**src/rtl/d_sram_like_bridge.sv**
```systemverilog
// Data-port bridge: core SRAM-style access -> SRAM-like bus transaction.
// Ports: core side data_sram_*, longest_stall/d_stall; bus side data_*.
module d_sram_like_bridge #(
  parameter int ADDR_W = 32,
  parameter int DATA_W = 32
) (
  input  logic              clk,
  input  logic              rst,
  input  logic              data_sram_en,
  input  logic [3:0]        data_sram_wen,
  input  logic [ADDR_W-1:0] data_sram_addr,
  input  logic [DATA_W-1:0] data_sram_wdata,
  output logic [DATA_W-1:0] data_sram_rdata,
  input  logic              longest_stall,
  output logic              d_stall,
  output logic              data_req,
  output logic              data_wr,
  output logic [1:0]        data_size,
  output logic [ADDR_W-1:0] data_addr,
  output logic [DATA_W-1:0] data_wdata,
  input  logic              data_addr_ok,
  input  logic              data_data_ok,
  input  logic [DATA_W-1:0] data_rdata
);

  typedef enum logic [1:0] {
    IDLE,
    ADDR,
    DATA,
    DONE
  } state_t;

  state_t state;
  state_t state_n;

  logic              wr_q;
  logic [1:0]        size_q;
  logic [ADDR_W-1:0] addr_q;
  logic [DATA_W-1:0] wdata_q;
  logic [DATA_W-1:0] rdata_q;

  logic              fin;
  logic              wr_n;
  logic [1:0]        size_n;
  logic [ADDR_W-1:0] addr_n;

  // Transaction finishes in the cycle data_ok arrives while in DATA.
  assign fin = (state == DATA) && data_data_ok;

  always_comb begin
    state_n = state;
    unique case (state)
      IDLE: if (data_sram_en) state_n = ADDR;
      ADDR: if (data_addr_ok) state_n = DATA;
      DATA: begin
        if (data_data_ok) begin
          state_n = longest_stall ? DONE : IDLE;
        end
      end
      DONE: if (!longest_stall) state_n = IDLE;
      default: state_n = IDLE;
    endcase
  end

  // Request fields for the access being launched.
  always_comb begin
    wr_n   = |data_sram_wen;
    size_n = 2'b10;
    addr_n = {data_sram_addr[ADDR_W-1:2], 2'b00};
    if (wr_n) begin
      addr_n = data_sram_addr;
      unique case (1'b1)
        data_sram_wen == 4'b1111:  size_n = 2'b10;
        data_sram_wen == 4'b0011,
        data_sram_wen == 4'b1100:  size_n = 2'b01;
        $onehot(data_sram_wen):    size_n = 2'b00;
        default:                   size_n = 2'b10;
      endcase
    end
  end

  always_ff @(posedge clk or negedge rst) begin
    if (!rst) begin
      state <= IDLE;
    end else begin
      state <= state_n;
    end
  end

  always_ff @(posedge clk or negedge rst) begin
    if (!rst) begin
      wr_q    <= 1'b0;
      size_q  <= 2'b00;
      addr_q  <= '0;
      wdata_q <= '0;
    end else if (state == IDLE && data_sram_en) begin
      wr_q    <= wr_n;
      size_q  <= size_n;
      addr_q  <= addr_n;
      wdata_q <= data_sram_wdata;
    end
  end

  // Only reads update the held result; writes leave it alone.
  always_ff @(posedge clk or negedge rst) begin
    if (!rst) begin
      rdata_q <= '0;
    end else if (fin && !wr_q) begin
      rdata_q <= data_rdata;
    end
  end

  assign data_req   = (state == ADDR);
  assign data_wr    = wr_q;
  assign data_size  = size_q;
  assign data_addr  = addr_q;
  assign data_wdata = wdata_q;

  assign data_sram_rdata = (fin && !wr_q) ? data_rdata : rdata_q;

  // Released in the data_ok cycle; gated by reset so it drops at once.
  assign d_stall = rst & data_sram_en & (state != DONE) & ~fin;

endmodule

```
**config.mk**
```make
export PLATFORM = sky130hd
export DESIGN_NAME = d_sram_like_bridge
export DESIGN_NICKNAME = d
export VERILOG_FILES = /design/src/rtl/d_sram_like_bridge.sv
export SDC_FILE = /design/constraint.sdc
export NUM_CORES = 1
export LEC_CHECK = 0
export ABC_CLOCK_PERIOD_IN_PS = 3700
export BUFFER_PORTS_ARGS = -buffer_cell sky130_fd_sc_hd__buf_2
export CORE_ASPECT_RATIO = 0.75
export CORE_UTILIZATION = 48
export CTS_CLUSTER_DIAMETER = 100
export DETAILED_ROUTE_END_ITERATION = 7
export PLACE_DENSITY = 0.93
export SLEW_MARGIN = 20
export SYNTH_ARGS = -nofsm -noshare
export SYNTH_HDL_FRONTEND = slang
export SYNTH_SLANG_ARGS = --single-unit
```
**constraint.sdc**
```tcl
create_clock -name clk -period 3.7 [get_ports clk]
set_clock_uncertainty 0.1 [all_clocks]
set_input_delay 0.185 -clock clk [delete_from_list [all_inputs] [get_ports clk]]
set_output_delay 0.185 -clock clk [all_outputs]
set_load 0.005 [all_outputs]
```
# Word level (Yosys, flattened, before mapping)
# Cells that the tools add are included.
# totals
regBits	101
inputBits	106
output_inout_bits	101
wordCells	42
# classes
n_addsub	3
eq_ne	11
mux	10
bitwise_logic	4
reduce_logical	8
# ops
operator	count
$mux W32	1
$mux W2	7
$ne A2 B2 Y1 const B	4
$pmux W2 S4	1
$add A1 B1 Y2	2
$eq A2 B2 Y1 const B	2
$eq A4 B2 Y1 const B	1
$eq A4 B4 Y1 const B	1
$pmux W2 S2	1
$reduce_and A4 Y1	1
$reduce_or A4 Y1	1
$add A2 B2 Y3	1
$and A1 B1 Y1	3
$eq A3 B1 Y1 const B	1
$logic_and A1 B1 Y1	3
$eq A2 B1 Y1 const B	1
$logic_not A2 Y1	1
$ne A2 B1 Y1 const B	1
$reduce_or A2 Y1	1
$logic_not A1 Y1	1
$not A1 Y1	1

# Longest topological paths before layout
# depth
depth_word	5
depth_mapped	8
ltp_nobuf	8

# Worst setup path before layout
# Ideal clock, no wire load.
# synth_timing
kind	in2reg
startpoint	input port data_sram_wen[0]
endpoint	register size_q[1], in the netlist data_size[1]
setup_time_ns	0.077
arrival_time_ns	1.627
t_required_ns	3.523
path_slack_ns	1.896
stages	8
path_buffers	0
path_cell_list	inv_1 > fa_1 > inv_1 > ha_1 > ha_1 > nor3b_1 > a211o_1 > a21oi_1
# synth_via
elab_chain_len	5
elab_cells_between_ends	9
cone_classes	2 x add/sub; 3 x eq/ne; 2 x mux; 2 x reduce/logical
# synth_rtl
element	line_no	source
from (decl)	10	input logic [3:0] data_sram_wen,
$add A1 B1 Y2 (implied by the code)	76	$onehot(data_sram_wen): size_n = 2'b00;
$add A2 B2 Y3 (implied by the code)	76	
$eq A3 B1 Y1	76	
$pmux W2 S2	72	unique case (1'b1)
$mux W2 (*)	70	if (wr_n) begin
to (signal assigned)	98	size_q <= size_n;
to (decl)	37	logic [1:0] size_q;
# Every way passes the cells marked *; elsewhere a longest branch is shown, timed or not.
# A chain may end at the register's enable or synchronous reset.

# Worst setup path in the final report
# layout_timing
startpoint	register state[1]
endpoint	output port data_sram_rdata[1]
# layout_via
elab_chain_len	4
# layout_rtl
element	line_no	source
from (decl)	33	state_t state;
from (signal assigned)	86	state <= state_n;
$eq A2 B2 Y1	48	assign fin = (state == DATA) && data_data_ok;
$logic_and A1 B1 Y1	48	
$logic_and A1 B1 Y1	119	assign data_sram_rdata = (fin && !wr_q) ? data_rdata : rdata_q;
$mux W32	-	
to (decl)	13	output logic [DATA_W-1:0] data_sram_rdata,
# Every way passes these cells.

==> summary.txt <==
Outcome
  – Status: finished, final reports clean

Route
  – Total length of routed wires: 11900 um
  – 1st-pass router iterations: 5
  – Routed vias: 3774
  – DR iter-0 viols: 241
  – Remaining DRCs: 0
  – Wirelength per Cell: 15.2 um
  – Post-DRT Antenna Nets: 0
  – Via density per instance: 4.82

Worst setup path
  – Reg2reg setup slack: 1.74 ns
  – RR Endpoint: data_size[0]
  – Worst setup EP type: output port
  – Worst Reg-to-Reg Cells: 4
  – RR Startpoint: state[0]
  – Critical path peak fanout: 32
  – Critical path class: reg2out
  – Worst Path Required: 3.41 ns
  – Arrival time worst endpoint: 2.17 ns
  – Worst setup SP type: register

Place
  – Placed Cells: 668
  – Port bufs: 206
  – Detailed Place HPWL: 6720 um
  – GP Congestion: 0.719
  – Place WS: 1.63 ns

Timing
  – Slew Limit Headroom: 53.9%
  – Slew Limit Fails: 0
  – Min Tclk post-route: 2.45 ns
  – Final worst setup slack: 1.25 ns
  – Setup-failing EPs final: 0
  – Max Clk Rate: 408 MHz
  – Ratio of final minimum period to clock period: 66.2%
  – Number of hold violations in the final report: 0
  – Setup TNS: 0 ns
  – RSZ-0062 raised after global routing: false
  – Worst slew pin tran: 0.691 ns

Synthesis
  – Area contributors post-synth: dfrtp_1 (64%), nand2_1 (18%), mux2_2 (8.8%), ha_1 (1.3%), clkbuf_1 (0.85%)
  – Cell count after synthesis: 371
  – Syn_nets: 482
  – Post-synth cell types: 24
  – Cell area after synthesis: 3960 um^2
  – Synth cell count leaders: nand2_1 (188), dfrtp_1 (101), mux2_2 (31)
  – Synthesized flop and latch total: 101
  – Ys async rst share: 100%
  – Avg Cell Area, Syn: 10.7 um^2
  – Seq/Total Area, Yosys: 63.9%
  – Largest area contributor in the netlist: dfrtp_1
  – Dominant synthesized flop cell: dfrtp_1
  – EDFF count, synth: 0
  – Ys Warns: 0
  – Top-area cell type share of the netlist area: 63.9%
  – Most common cell in the netlist: nand2_1

Layout
  – Area Overhead vs Synth: 58.2%
  – Final Net Count: 784
  – Diode count: 0
  – Share of cells above drive strength 1: 38.5%
  – Number of fill cells: 443
  – Non-filler cells in the finished layout: 783

Worst hold path
  – Hold path startpoint: longest_stall
  – Hold Path End: state[0]
  – Hold Crit Depth: 2
  – HP Class: in2reg

Clock tree
  – Clock Root Buffer: clkbuf_8
  – Clk slew on worst S/H paths: 0.09 ns
  – Setup Buffers After CTS: 0
  – Clock Latency Late Sink: 0.34 ns
  – H-Tree Depth: 3
  – Clk buf depth: 2
  – CTS tree: yes
  – Total clock sinks: 101
  – TritonCTS Buffers: 9

Pwr
  – Combinational share of power: 39.3%
  – Pwr dens: 689 nW/um^2
  – Int Pwr: 2.82 mW
  – Flop pwr share: 44.1%
  – Clk pwr share: 16.6%
  – Net load switching power: 1.50 mW
  – VDD IR-drop max: 0.364 mV
  – Sw Share: 34.7%
  – Total leakage power: 3.46 nW

Die
  – Die area: 8620 um^2
  – Core area: 7950 um^2
  – Die X: 107 um
  – Starting Density: 49.8%
  – Num rows: 28
  – Die span in y: 80.6 um
  – I/O pins: 207

Global route
  – Vias in the first global route: 3825
  – Largest net degree at the start of global routing: 68
  – GRT Total Usage: 27.7%
  – Initial antenna violation count: 0
  – First-pass GRT wire length: 18000 um
  – Grt total ovfl: 0

Flow run
  – Maximum Capacitance Violations: 0
[power groups by stage]
stage          clock, mW  combinational, mW  sequential (mW)
3_3_place_gp           0               1.49             1.86
5_1_grt            0.777               1.85             1.95
3_5_place_dp           0               1.57             1.89
2_1_floorplan          0              0.772             1.90
4_1_cts            0.734               1.66             1.88
6_report           0.714               1.70             1.90
[logic make-up (layout without fill, tap and decap cells)]
kind of cell	after synthesis	count (layout)	share of synthesized area, %
AOI/OAI and AO/OA	11	11	2.28
adders and majority gates	5	5	1.77
buffers and inverters	24	331	3.03
DFF	101	101	63.9
muxes	33	33	9.39
and+or+nand+nor	197	197	19.7
[routing by layer]
| layer | vias to the layer above | GRT usage (%) | routed length (um) |
|---|---|---|---|
| li1 | 1760 | - | - |
| met1 | 1784 | 30.4 | 4540 |
| met2 | 197 | 51.6 | 6200 |
| met3 | 33 | 5.93 | 768 |
| met4 | 0 | 12.3 | 395 |
| met5 | - | 0 | 0 |
[repair_timing]
item                                    CTS  global route
endpoints found under the hold margin   141             0
resized for setup                         0             0
hold buffers                             99             0
endpoints found under the setup margin    0             0
[per-stage QoR]
step | hold slack [ns] | power, mW | cell area (um^2) | util [%]
finish | 0.0294 | 4.31 | 6260 | 78.7
global route | 0.0165 | 4.58 | 6260 | 78.7
CTS | 0.00106 | 4.27 | 6260 | 78.7
detailed placement | 0.127 | 3.46 | 5060 | 63.6
global placement | 0.112 | 3.35 | 5060 | 63.6
floorplan | -0.211 | 2.67 | 3960 | -
[final cells by class]
class / count / area, um^2 / share of cell area [%]
Inverter: 6 / 22.5 / 0.360
Clock buffer: 12 / 155 / 2.48
Tap cell: 105 / 131 / 2.10
Multi-Input combinational cell: 246 / 1320 / 21.0
Clock inverter: 4 / 55.1 / 0.879
Timing Repair Buffer: 309 / 2050 / 32.8
Sequential cell: 101 / 2530 / 40.4
[worst max-delay path by stage]
stage,start,endpoint,cells past startpoint
2_1_floorplan,data_sram_wen[0],data_size[1],8
3_3_place_gp,state[1],data_sram_rdata[13],5
3_5_place_dp,data_sram_wen[0],data_size[1],9
4_1_cts,state[1],data_sram_rdata[0],5
5_1_grt,state[1],data_sram_rdata[1],5
6_report,state[1],data_sram_rdata[1],5
[state kept, by name (all words and copies together), names as in the netlist]
name        count
data_wdata     32
data_size       2
data_wr         1
data_addr      32
state           2
rdata_q        32
[worst max-delay path, stage by stage, from the launching register on]
cell     delay, ns
dfrtp_1       0.46
inv_1         0.13
nor4b_4       0.26
buf_4         0.40
mux2_2        0.41
buf_2         0.14
[layout by cell type, fill, tap and decap left out, types with 2 or more instances in the layout]
| cell type | n |
|---|---|
| ha_1 | 4 |
| a21o_1 | 2 |
| clkbuf_8 | 11 |
| inv_1 | 6 |
| nand2_1 | 188 |
| mux2_1 | 2 |
| buf_2 | 205 |
| dfrtp_1 | 101 |
| dlygate4sd3_1 | 99 |
| a22o_1 | 3 |
| nor2_1 | 3 |
| buf_4 | 5 |
| mux2_2 | 31 |
(Power assumes the default switching activity.)
